**src/rtl/reg_file.sv**
```systemverilog
// Two-read / one-write register file with write-before-read bypass, hard-wired
// zero register and a saturating count of committed writes.
module reg_file #(
  parameter int DATA_WIDTH = 32,
  parameter int NUM_REGS   = 32
) (
  input  logic                  clk,
  input  logic                  reset,
  input  logic [4:0]            read_reg1,
  input  logic [4:0]            read_reg2,
  input  logic [4:0]            write_reg,
  input  logic [DATA_WIDTH-1:0] write_data,
  input  logic                  regwrite,
  output logic [DATA_WIDTH-1:0] read_data1,
  output logic [DATA_WIDTH-1:0] read_data2,
  output logic [7:0]            write_count
);

  localparam logic [5:0] REG_LIMIT = 6'(NUM_REGS);

  logic [DATA_WIDTH-1:0] regs_reg [NUM_REGS];
  logic [7:0]            write_count_reg;
  logic                  write_en;
  logic [NUM_REGS-1:0]   wr_sel;
  logic                  valid1;
  logic                  valid2;
  logic                  bypass1;
  logic                  bypass2;

  // A write commits only to an existing, non-zero register.
  assign write_en = regwrite && (write_reg != 5'd0) && ({1'b0, write_reg} < REG_LIMIT);

  generate
    for (genvar gi = 0; gi < NUM_REGS; gi++) begin : g_sel
      if (gi == 0) begin : g_zero
        assign wr_sel[gi] = 1'b0;
      end else begin : g_nonzero
        assign wr_sel[gi] = write_en && (write_reg == 5'(gi));
      end
    end
  endgenerate

  // Flop storage rather than RAM: every entry must clear asynchronously.
  always_ff @(posedge clk or posedge reset) begin
    if (reset) begin
      for (int i = 0; i < NUM_REGS; i++) begin
        regs_reg[i] <= '0;
      end
    end else begin
      for (int i = 0; i < NUM_REGS; i++) begin
        if (wr_sel[i]) begin
          regs_reg[i] <= write_data;
        end
      end
    end
  end

  always_ff @(posedge clk or posedge reset) begin
    if (reset) begin
      write_count_reg <= 8'd0;
    end else if (write_en && (write_count_reg != 8'hFF)) begin
      write_count_reg <= write_count_reg + 8'd1;
    end
  end

  assign write_count = write_count_reg;

  // Bypass is suppressed during reset so reads stay at zero.
  assign valid1  = !reset && (read_reg1 != 5'd0) && ({1'b0, read_reg1} < REG_LIMIT);
  assign valid2  = !reset && (read_reg2 != 5'd0) && ({1'b0, read_reg2} < REG_LIMIT);
  assign bypass1 = write_en && (write_reg == read_reg1);
  assign bypass2 = write_en && (write_reg == read_reg2);

  always_comb begin
    read_data1 = '0;
    if (valid1) begin
      read_data1 = bypass1 ? write_data : regs_reg[read_reg1];
    end
  end

  always_comb begin
    read_data2 = '0;
    if (valid2) begin
      read_data2 = bypass2 ? write_data : regs_reg[read_reg2];
    end
  end

endmodule

```
**config.mk**
```make
export PLATFORM = sky130hd
export DESIGN_NAME = reg_file
export DESIGN_NICKNAME = d
export VERILOG_FILES = /design/src/rtl/reg_file.sv
export SDC_FILE = /design/constraint.sdc
export NUM_CORES = 2
export LEC_CHECK = 0
export ABC_AREA = 0
export BUFFER_PORTS_ARGS = -buffer_cell sky130_fd_sc_hd__buf_2
export CORE_ASPECT_RATIO = 1.2
export CORE_MARGIN = 2
export CORE_UTILIZATION = 65
export DETAILED_ROUTE_END_ITERATION = 8
export PLACE_DENSITY = 0.83
export SYNTH_ARGS = -nofsm -noshare
export SYNTH_HDL_FRONTEND = slang
export SYNTH_SLANG_ARGS = --single-unit
```
**constraint.sdc**
```tcl
create_clock -name clk -period 77.4 [get_ports clk]
set_clock_uncertainty 0.1 [all_clocks]
set_input_delay 15.48 -clock clk [delete_from_list [all_inputs] [get_ports clk]]
set_output_delay 15.48 -clock clk [all_outputs]
set_load 0.05 [all_outputs]
```
# Word level (Yosys, flattened, before mapping)
# Index checks and enable logic that the tools add are counted.
# word_totals
regBits	1000
output_inout_bits	72
# classes
add_sub_neg	1
order_cmp	2
n_eq_ne	34
muxes	10
bitwise	2
n_reduce_logical	41
# ops
cell	n
$bmux W32 S5	2
$mux W32	8
$eq A5 B5 Y1 const B	16
$eq A5 B4 Y1 const B	8
$logic_and A1 B1 Y1	37
$eq A5 B3 Y1 const B	4
$reduce_bool A5 Y1	3
$ge A6 B6 Y1 const B	2
$not A5 Y6	2
$eq A5 B2 Y1 const B	2
$eq A5 B5 Y1	2
$add A8 B1 Y8 const B	1
$ne A8 B8 Y1 const B	1
$eq A5 B1 Y1 const B	1
$logic_not A1 Y1	1

# Depth between registers and ports, before layout
# depth
depth_word	6
ltp_mapped	9

# Least setup slack after synthesis
# Ideal clock, no wire load.
# synth_timing
path_type	input-to-output
start	in reset
end	out read_data1[10]
arrival_time_ns	37.691
t_required_ns	61.820
setup_slack_ns	24.129
stages	5
cell_sequence	inv_1 > nand2_1 > nor2_1 > buf_2 > a221o_1
# synth_via
elab_chain_len	3
# synth_lines
element	line_no	source
start: declaration	8	input logic reset,
$logic_not A1 Y1	69	assign valid1 = !reset && (read_reg1 != 5'd0) && ({1'b0, read_reg1} < REG_LIMIT);
$logic_and A1 B1 Y1	69	
$mux W32	76	if (valid1) begin
end: declaration	14	output logic [DATA_WIDTH-1:0] read_data1,
# Every way passes these cells.

# Final worst setup path
# layout_timing
start	in read_reg2[1]
end	out read_data2[28]
# layout_via
elab_chain_len	6
# layout_lines
element	line_no	source
start: declaration	10	input logic [4:0] read_reg2,
$not A5 Y6 (not written as such)	84	read_data2 = bypass2 ? write_data : regs_reg[read_reg2];
$bmux W32 S5	84	
$mux W32 (not written as such) (2 in a row)	84	
$mux W32	84	
$mux W32 *	83	if (valid2) begin
end: declaration	15	output logic [DATA_WIDTH-1:0] read_data2,
# Every way passes the cells marked *; elsewhere a longest branch is shown, timed or not. The select of a mux whose other input is x is not followed.

==> impl_metrics.json <==
{
  "status": "finished clean",
  "drc": 0,
  "crit_family": "buffers and inverters",
  "synthTopCellsByArea": "dfrtp_1 (46%), mux2_2 (22%), mux4_2 (18%)",
  "critPathMaxFanout": 101,
  "rsz0062_at_grt": "false",
  "synth_top_area_cell": "dfrtp_1",
  "cp.arrival_ps": 20490,
  "fmax_mhz": 27.7,
  "clk_pin_slew_ps": 60,
  "placed_cells": 4526,
  "drv_slew": 0,
  "synth.distinct_cells": 58,
  "portBuffers": 121,
  "largest_reg_flops": 992,
  "leakagePower_nw": 25.2,
  "nets": 3623,
  "synth_top_cells_by_count": "mux2_2 (1057), dfrtp_1 (1000), mux4_2 (429)",
  "gp_congestion": 0.878,
  "synth_flop_cell": "dfrtp_1",
  "drive_gt1_share_pct": 52.1,
  "cts_root_buf": "clkbuf_16",
  "dpl_cell_area_um2": 55000,
  "synth_area_um2": 53900,
  "core_area_um2": 82000,
  "cts-buffers-inserted": 97,
  "die_x_um": 267,
  "stdcell_count": 4714,
  "synth-seq-cells": 1000,
  "critPathKind": "in2out",
  "hold_viol": 0,
  "wirelength_um": 174000,
  "synth_area_per_cell_um2": 14.7,
  "yosys.area_share.simple_pct": 2.37,
  "clock_latency_ps": 680,
  "routed-via-count": 37300,
  "final_antenna_net_count": 0,
  "dp.final_hpwl_um": 97400,
  "cp_slowest_stage_delay_ps": 850,
  "antenna_found_initial": 10,
  "synth_xor_area_share_pct": 0.276,
  "postCtsHoldBufs": 0,
  "synth_top_family_by_area": "multiplexers",
  "worst_setup_path_start_kind": "primary input",
  "yosysSeqAreaShare_pct": 46.4,
  "cp_slowest_cell": "buf_4",
  "setup_viol": 0,
  "cts_buffer_depth": 3,
  "crit_chain": "buf_8, buf_4, buf_4, nor2b_4, buf_4, a221o_1, a21oi_1, a2111oi_0, a211o_1, buf_2",
  "gr-total-overflow": 0,
  "die_h_um": 319,
  "synth_adder_area_share_pct": 0.0232,
  "peakVddDrop_uv": 26.0,
  "synth-async-reset-ratio_pct": 100,
  "worstMarginPinSlew_ps": 1320,
  "cp_common_cell": "buf_4",
  "via_per_inst": 7.91,
  "cts_resized": 0,
  "required_ps": 61820,
  "post-cts-setup-buffers": 0,
  "grt_max_degree": 197,
  "grt_pass1_wl_um": 257000,
  "die_area_um2": 85300,
  "cp_num_buf_inv": 5,
  "dr.pass1.iters": 6,
  "clock_sinks": 1000,
  "syn_nets": 3724,
  "hold_path_class": "reg2reg",
  "design_area_um2": 58300,
  "drv_cap": 0,
  "grt_pass1_vias": 38800,
  "grtUsageTotal_pct": 41.6,
  "synth-compound-area-share_pct": 5.60,
  "utilization_pct": 71.1,
  "min_period_ps": 36070,
  "start_util_pct": 65.7,
  "synth_mux_area_share_pct": 42.0,
  "synthCells": 3673,
  "synth_warnings": 0,
  "rows": 115,
  "power.density_nw_per_um2": 26.4,
  "syn_to_final_growth_pct": 8.19,
  "htree_levels": 3,
  "critical_path.endpoint_type": "output port",
  "slew_headroom_pct": 11.4,
  "drtIter0Drc": 5202,
  "ios": 122,
  "synth_top_area_share_pct": 46.4,
  "p_total_mw": 1.54,
  "cts_tree": "yes",
  "wire_per_inst_um": 36.9,
  "yosysMostFrequentCell": "mux2_2",
  "min_period_over_period_pct": 46.6,
  "synth_edf_count": 0,
  "fin_setup_tns_ps": 0
}
## worst register-to-register path, stage by stage (launching register included)
cell and delay [ps]:
dfrtp_1 420, and3_1 230, and3_1 200, a31oi_1 560
mux2_2 410
## final timing paths
path,startpoint,end,slack [ps],cells after the start
min reg2reg,write_count[5],write_count[5],410,1
min in group asynchronous,reset,regs_reg[738],14910,2
max in group asynchronous,reset,write_count[7],58880,5
min,write_count[5],write_count[5],410,1
max,read_reg2[1],read_data2[28],41330,10
max reg2reg,write_count[2],write_count[1],75370,4
## kinds of logic (layout without fill, tap and decap cells)
kind of cell	count (synthesis)	count (layout)
compound gates	394	394
xor+xnor	17	17
fa+ha+maj	1	1
buf+inv	406	384
flops	1000	1000
mux	1591	1591
other cells	0	10
simple gates	264	264
## power by group
part	internal (mW)	leakage [nW]	total, mW	switching (mW)
logic	0.188	10.8	0.339	0.151
clock network	0.282	1.62	0.493	0.211
registers	0.626	12.8	0.709	0.0826
## metal layers
metal / up-vias / track usage [%] / wire length [um]
li1: 14100 / - / -
met1: 19400 / 52.5 / 59800
met2: 2951 / 61.2 / 77600
met3: 840 / 14.1 / 22400
met4: 10 / 28.1 / 14300
met5: - / 0 / 61
## cell type report
class | instances | area, um2
fillers | 5056 | 23700
repair buffers | 200 | 1330
inverters | 6 | 30.0
diodes | 10 | 25.0
flip-flops and latches | 1000 | 25000
well taps | 1053 | 1320
clock inverters | 32 | 334
multi-input cells | 2267 | 27300
clock buffers | 146 | 2950
## per-stage QoR
stage	hold slack [ps]	setup slack (ps)
5_1_grt	432	41360
6_report	415	41330
4_1_cts	416	41580
2_1_floorplan	377	24130
3_5_place_dp	399	41480
3_3_place_gp	379	41620
## layout by cell type, fill, tap and decap left out, drive strengths merged, types with 6 or more instances in the layout
cell type / Yosys / routed
o211ai: 18 / 18
nand2b: 8 / 8
a22oi: 56 / 56
nor2b: 27 / 27
a211oi: 18 / 18
nand3: 35 / 35
o21ai: 48 / 48
xnor2: 15 / 15
a221oi: 53 / 53
nor3: 22 / 22
nor4: 8 / 8
a22o: 27 / 27
a21oi: 44 / 44
nand4: 9 / 9
a2111oi: 15 / 15
nand2: 81 / 81
mux2i: 101 / 101
buf: 226 / 199
o2111a: 7 / 7
a221o: 35 / 35
o22ai: 27 / 27
nor2: 52 / 52
mux4: 429 / 429
mux2: 1061 / 1061
diode: 0 / 10
clkinv: 1 / 21
a211o: 7 / 7
bufinv: 0 / 6
clkbuf: 174 / 147
a32o: 12 / 12
dfrtp: 1000 / 1000
inv: 5 / 6
o22a: 7 / 7
Note: power is estimated with default switching activity, not from simulation.
